$ cat config.mk
export PLATFORM = sky130hd
export DESIGN_NAME = if_stage
export DESIGN_NICKNAME = d
export VERILOG_FILES = /design/src/rtl/if_stage.sv
export SDC_FILE = /design/constraint.sdc
export NUM_CORES = 1
export LEC_CHECK = 0
export BUFFER_PORTS_ARGS = -buffer_cell sky130_fd_sc_hd__buf_2
export CAP_MARGIN = 20
export CORE_UTILIZATION = 40
export CTS_BUF_LIST = sky130_fd_sc_hd__clkbuf_16
export DETAILED_ROUTE_END_ITERATION = 12
export PLACE_DENSITY = 0.71
export SETUP_SLACK_MARGIN = 0.15
export SYNTH_ARGS = -nofsm -noshare
export SYNTH_HDL_FRONTEND = slang
export SYNTH_SLANG_ARGS = --single-unit
$ cat constraint.sdc
create_clock -name clk -period 3.3 [get_ports clk]
set_input_delay 0.165 -clock clk [delete_from_list [all_inputs] [get_ports clk]]
set_output_delay 0.165 -clock clk [all_outputs]
set_load 0.05 [all_outputs]
$ cat src/rtl/if_stage.sv
// RV32I instruction-fetch stage: owns the PC, fetches over a single-outstanding
// req/ready/rvalid port and drives the IF/ID register with stall buffering and flush.
module if_stage #(
  parameter logic [31:0] RESET_PC = 32'h0000_0000,
  parameter logic [31:0] NOP_INSN = 32'h0000_0013
) (
  input  logic        clk,
  input  logic        rst_n,
  input  logic        IFWrite,
  input  logic        Branch,
  input  logic        Jump,
  input  logic [31:0] JumpAddr,
  output logic        imem_req,
  output logic [31:0] imem_addr,
  input  logic        imem_ready,
  input  logic        imem_rvalid,
  input  logic [31:0] imem_rdata,
  output logic [31:0] Instruction_id,
  output logic [31:0] PC_id
);

  typedef enum logic [1:0] {IDLE, REQ, WAIT, DROP} state_t;

  typedef struct packed {
    logic [31:0] insn;
    logic [31:0] pc;
  } ifid_t;

  state_t      state;
  logic [31:0] pc_q;
  logic [31:0] fetch_pc;
  logic        buf_valid;
  ifid_t       buf_q;
  ifid_t       ifid;

  logic        redirect;
  logic [31:0] target;
  logic        rsp;
  logic        b2b;
  logic        accept;
  logic        unused_lsb;

  // Redirect is only trusted while ID is not stalled; its operands are stale otherwise.
  assign redirect   = (Branch | Jump) & IFWrite;
  assign target     = {JumpAddr[31:2], 2'b00};
  assign unused_lsb = ^JumpAddr[1:0];

  assign rsp      = (state == WAIT) & imem_rvalid;
  assign b2b      = rsp & IFWrite & ~redirect;
  assign imem_req = ((state == REQ) & ~buf_valid) | b2b;
  assign accept   = imem_req & imem_ready;

  assign imem_addr      = pc_q;
  assign Instruction_id = ifid.insn;
  assign PC_id          = ifid.pc;

  always_ff @(posedge clk or negedge rst_n) begin
    if (!rst_n) begin
      state     <= IDLE;
      pc_q      <= {RESET_PC[31:2], 2'b00};
      fetch_pc  <= '0;
      buf_valid <= 1'b0;
      buf_q     <= '0;
      ifid      <= '{insn: NOP_INSN, pc: 32'h0};
    end else begin
      case (state)
        IDLE: state <= REQ;
        REQ: begin
          // A request accepted alongside a redirect is already on the wrong path.
          if (accept) state <= redirect ? DROP : WAIT;
        end
        WAIT: begin
          if (imem_rvalid)   state <= (b2b & imem_ready) ? WAIT : REQ;
          else if (redirect) state <= DROP;
        end
        DROP: begin
          // The stale response retires the outstanding slot even if another redirect lands.
          if (imem_rvalid) state <= REQ;
        end
        default: state <= IDLE;
      endcase

      if (accept) fetch_pc <= pc_q;

      if (redirect)    pc_q <= target;
      else if (accept) pc_q <= pc_q + 32'd4;

      if (redirect) begin
        buf_valid <= 1'b0;
      end else if (IFWrite) begin
        buf_valid <= 1'b0;
      end else if (rsp) begin
        buf_valid <= 1'b1;
        buf_q     <= '{insn: imem_rdata, pc: fetch_pc};
      end

      if (IFWrite) begin
        if (redirect)       ifid <= '{insn: NOP_INSN, pc: 32'h0};
        else if (buf_valid) ifid <= buf_q;
        else if (rsp)       ifid <= '{insn: imem_rdata, pc: fetch_pc};
        else                ifid <= '{insn: NOP_INSN, pc: 32'h0};
      end
    end
  end

endmodule

# Word-level counts from Yosys, hierarchy flattened
# Cells that the tools add are included.
# classes
eq_ne	6
bitwise	12
muxes	15
n_shift	0
div_mod_pow	0
n_addsub	1
reduce_logical	5
magnitude_cmp	0
mul	0
# ops
cell	n
$mux W64	3
$mux W32	2
$add A32 B3 Y32 const B	1
$mux W2	5
$pmux W2 S4	1
$and A1 B1 Y1	7
$reduce_and A3 Y1	2
$eq A2 B2 Y1 const B	2
$mux W1	4
$ne A2 B2 Y1 const B	2
$ne A3 B3 Y1 const B	1
$not A1 Y1	3
$reduce_bool A3 Y1	1
$eq A2 B1 Y1 const B	1
$logic_not A2 Y1	1
$or A1 B1 Y1	2
$reduce_bool A2 Y1	1
# word_totals
reg_bits	195
romBits	0
output_inout_bits	97
mem_count	0
ram_bits	0
elab_cells	47
latchBits	0

# Longest topological paths before layout
# depth
depth_word	8
ltp_mapped	10
ltp_nobuf	7

# Worst setup path after synthesis
# OpenSTA, ideal clock, no wires.
# synth_path
kind	reg-to-reg
startpoint	register pc_q[10], in the netlist imem_addr[10]
endpoint	register pc_q[31], in the netlist imem_addr[31]
n_path_buf	1
arrival_ns	2.226
path_slack_ns	0.993
stages_incl_launch_ff	7
required_ns	3.218
cell_sequence	dfrtp_1 and3_4 nand3_2 or3_1 buf_6 or4_1 a31oi_1
# synth_between
elab_chain_cells	3
# synth_rtl
element	line	text
start: declaration	30	logic [31:0] pc_q;
start signal: assignment	60	pc_q <= {RESET_PC[31:2], 2'b00};
start signal: assignment	85	if (redirect) pc_q <= target;
start signal: assignment	86	else if (accept) pc_q <= pc_q + 32'd4;
$add A32 B3 Y32	86	
$mux W32	86	
$mux W32	85	
# No other way between the ends. The select of a mux whose other input is x is not followed.
# A chain may end at the register's enable or synchronous reset.

# Final worst setup path
# layout_path
startpoint	register state[0]
endpoint	register pc_q[31], in the netlist imem_addr[31]
# layout_between
elab_chain_cells	7
word_cells_on_any_way	9
# layout_rtl
element	line	text
start: declaration	29	state_t state;
start signal: assignment	70	if (accept) state <= redirect ? DROP : WAIT;
start signal: assignment	73	if (imem_rvalid) state <= (b2b & imem_ready) ? WAIT : REQ;
$eq A2 B2 Y1	48	assign rsp = (state == WAIT) & imem_rvalid;
$and A1 B1 Y1	48	
$and A1 B1 Y1 (2 in a row)	49	assign b2b = rsp & IFWrite & ~redirect;
$or A1 B1 Y1 *	50	assign imem_req = ((state == REQ) & ~buf_valid) | b2b;
$and A1 B1 Y1 *	51	assign accept = imem_req & imem_ready;
$reduce_bool A2 Y1 (no line) *	-	
# Every way passes the cells marked *; elsewhere a longest branch is shown, timed or not.

==> impl_metrics.ini <==
[global_routing]
grt_max_degree = 74
antenna_found_initial = 1
grt_util_all_layers_pct = 20.5
overflow = 0
grt_pass1_wl_mm = 34.0
grt_pass1_vias = 6360

[power_and_ir_drop]
max-vdd-ir-drop_uv = 370
powerDensity_nw_per_um2 = 686
netSwitchingFraction_pct = 32.4
leakagePower_nw = 5.07
power_mw = 7.17
clockPowerShare_pct = 28.9
power_frac_seq_pct = 47.3
internal-power_mw = 4.85
switchingPower_mw = 2.32
combPwrFrac_pct = 23.8

[worst_hold_path]
whs_endpoint = imem_addr[29]
hold_depth = 3
hp-start = JumpAddr[29]
hp-class = primary input to flop

[clock_network]
clockBufferDepth = 2
cts_buffers = 17
h-tree-depth = 4
cts_sinks = 188
ctsResizeCount = 0
root_buffer = clkbuf_16
cts_setup_buffers = 0
worstSkewPairLatency_ns = 0.43
cts_tree = built
clk_pin_slew_worst_paths_ns = 0.07

[setup_path]
r2r_slack_ns = 0.78
rr_endpoint = imem_addr[31]
reg2reg_from = state[0]
path_delay_family = simple AND/OR/NAND/NOR gates
cp_max_fo = 11
crit_slowest_cell = or4_1
required_ns = 3.65
cp_cell_sequence = inv_1, ha_1, and2_1, a21o_1, nand3_1, or4_1, a31oi_1
worstPathArrival_ns = 2.87
cp-end-kind = flop
crit_buf_inv = 1
slowest_delay_ns = 0.60
worstSetupPathType = flop to flop
startpoint_type = flop
rr_worst_depth = 7

[routing]
drt_iter0_drc = 537
ant_nets = 0
wirelength_mm = 20.8
dr_total_vias = 6436
viasPerCell = 5.37
drc = 0
routedWlPerCell_um = 17.4
detail_route.first_pass.iterations = 5

[synth]
ys_seq_elements = 188
syn_area_um2 = 8190
synth_edf_count = 0
synth_seq_area_share_pct = 57.5
async_reset_ff_share_pct = 100
synthFlopType = dfrtp_1
yosysWarnings = 0
syn_inst = 713
postSynthAreaPerCell_um2 = 11.5
yosysUniqueCellTypes = 54

[timing]
fin_crit_ns = 2.52
relSlewSlack_pct = 36.8
worst_slew_pin_slew_ns = 0.947
fin_skew_ns = 0.00907
fmax_mhz = 396
fin_setup_tns_ns = 0
hold_viol = 0
setup_viol_count_final = 0
slew_violations = 0
rsz0062_at_grt = false
fin_crit_sh_pct = 76.5

[die]
dieArea_um2 = 21000
dieHeight_um = 145
rows = 51
core_um2 = 19800
initial_utilization_pct = 41.4
top_level_ports = 168
die_w_um = 145

[finish]
n_fill_cell = 1716
final_cell_mix = 185 x dfrtp_1, 162 x buf_2, 125 x nand2_1
final_common_cell = dfrtp_1
drive_gt1_share_pct = 31.0
fin_nets = 994
syn2layout_area_growth_pct = 27.7

[place]
port_buffers = 163
post-dp-hpwl_mm = 12.9
gp_congestion = 0.762

[outcome]
outcome = completed

[run]
drv_cap = 0
==> through the flow <==
stage,hold WS [ns],util (%),cell area [um2],worst slack [ns],std cells
2_1_floorplan,-0.131,-,8190,0.993,714
3_3_place_gp,0.185,46.8,9260,0.907,1106
3_5_place_dp,0.178,46.8,9260,0.863,1106
4_1_cts,0.0161,52.8,10500,0.840,1197
5_1_grt,0.0287,52.8,10500,0.621,1198
6_report,0.0375,52.8,10500,0.776,1198
==> area by class of cell <==
| type | instances | area (um2) | share of cell area (%) |
|---|---|---|---|
| multi-input combinational | 472 | 3270 | 31.3 |
| inverter | 5 | 18.8 | 0.180 |
| timing repair buffer | 235 | 1530 | 14.6 |
| clock inverter | 15 | 171 | 1.64 |
| sequential | 188 | 4710 | 45.0 |
| antenna | 1 | 2.50 | 0.0239 |
| clock buffer | 17 | 425 | 4.07 |
| tap | 265 | 332 | 3.17 |
==> kinds of logic (layout without fill, tap and decap cells) <==
kind of cell | Yosys count | after routing | synth area share, %
flip-flops | 188 | 188 | 57.5
XOR/XNOR | 23 | 23 | 2.46
AO/OA/AOI/OAI | 112 | 112 | 11.2
multiplexers | 65 | 65 | 8.91
adder cells (fa/ha/maj) | 4 | 4 | 0.611
buffers and inverters | 54 | 272 | 2.90
AND/OR/NAND/NOR | 266 | 266 | 16.3
other | 1 | 3 | 0.0458
==> worst max-delay path by stage <==
| stage | cells after the start | start | slack (ns) | to |
|---|---|---|---|---|
| finish | 7 | state[0] | 0.78 | imem_addr[31] |
| global route | 7 | state[0] | 0.62 | imem_addr[31] |
| CTS | 7 | state[0] | 0.84 | imem_addr[31] |
| detailed placement | 7 | state[0] | 0.86 | imem_addr[31] |
| global placement | 7 | state[0] | 0.91 | imem_addr[31] |
| floorplan | 6 | imem_addr[10] | 0.99 | imem_addr[31] |
==> power groups by stage <==
stage	combinational (mW)	sequential (mW)	clock [mW]
after floorplan	0.994	3.58	0
after global placement	1.62	3.40	0
after detailed placement	1.66	3.43	0
after CTS	1.72	3.38	2.13
after global routing	1.87	3.48	2.22
final	1.71	3.39	2.07
==> synthesized netlist by cell type (4+ instances only) <==
master	instances	area, um2
dfrtp_1	185	4630
nand2_1	125	469
mux2_2	63	709
nor2b_1	60	375
a221o_1	58	581
clkbuf_1	29	109
o21ai_0	21	105
nor2_1	18	67.6
xnor2_1	16	140
nand3_1	11	55.1
nand4_1	10	62.6
a21oi_1	9	45.0
buf_1	8	30.0
buf_2	7	35.0
nor3_1	7	35.0
nor4_1	7	43.8
xor2_1	7	61.3
a31oi_1	5	31.3
inv_1	5	18.8
and3_1	4	25.0
ha_1	4	50.1
==> metal layers <==
layer	routed length, um	global-route usage, %
met5	0	0
met4	267	5.58
met3	1210	4.03
met2	9700	32.2
met1	9650	29.0
==> tightest hold or removal path: stages <==
cell	delay, ns
buf_2	0.08
nor2_1	0.04
a31oi_1	0.13
==> registers in the layout, indices dropped and copies added (netlist names) <==
signal and count:
buf_valid 1, imem_addr 30, fetch_pc 30, Instruction_id 32, buf_q 62, state 2, PC_id 31
==> timing repair <==
item / 4_1_cts / 5_1_grt
endpoints found under the setup margin: 0 / 0
hold endpoints to repair: 144 / 0
hold buffers: 59 / 0
(Power assumes the default switching activity.)
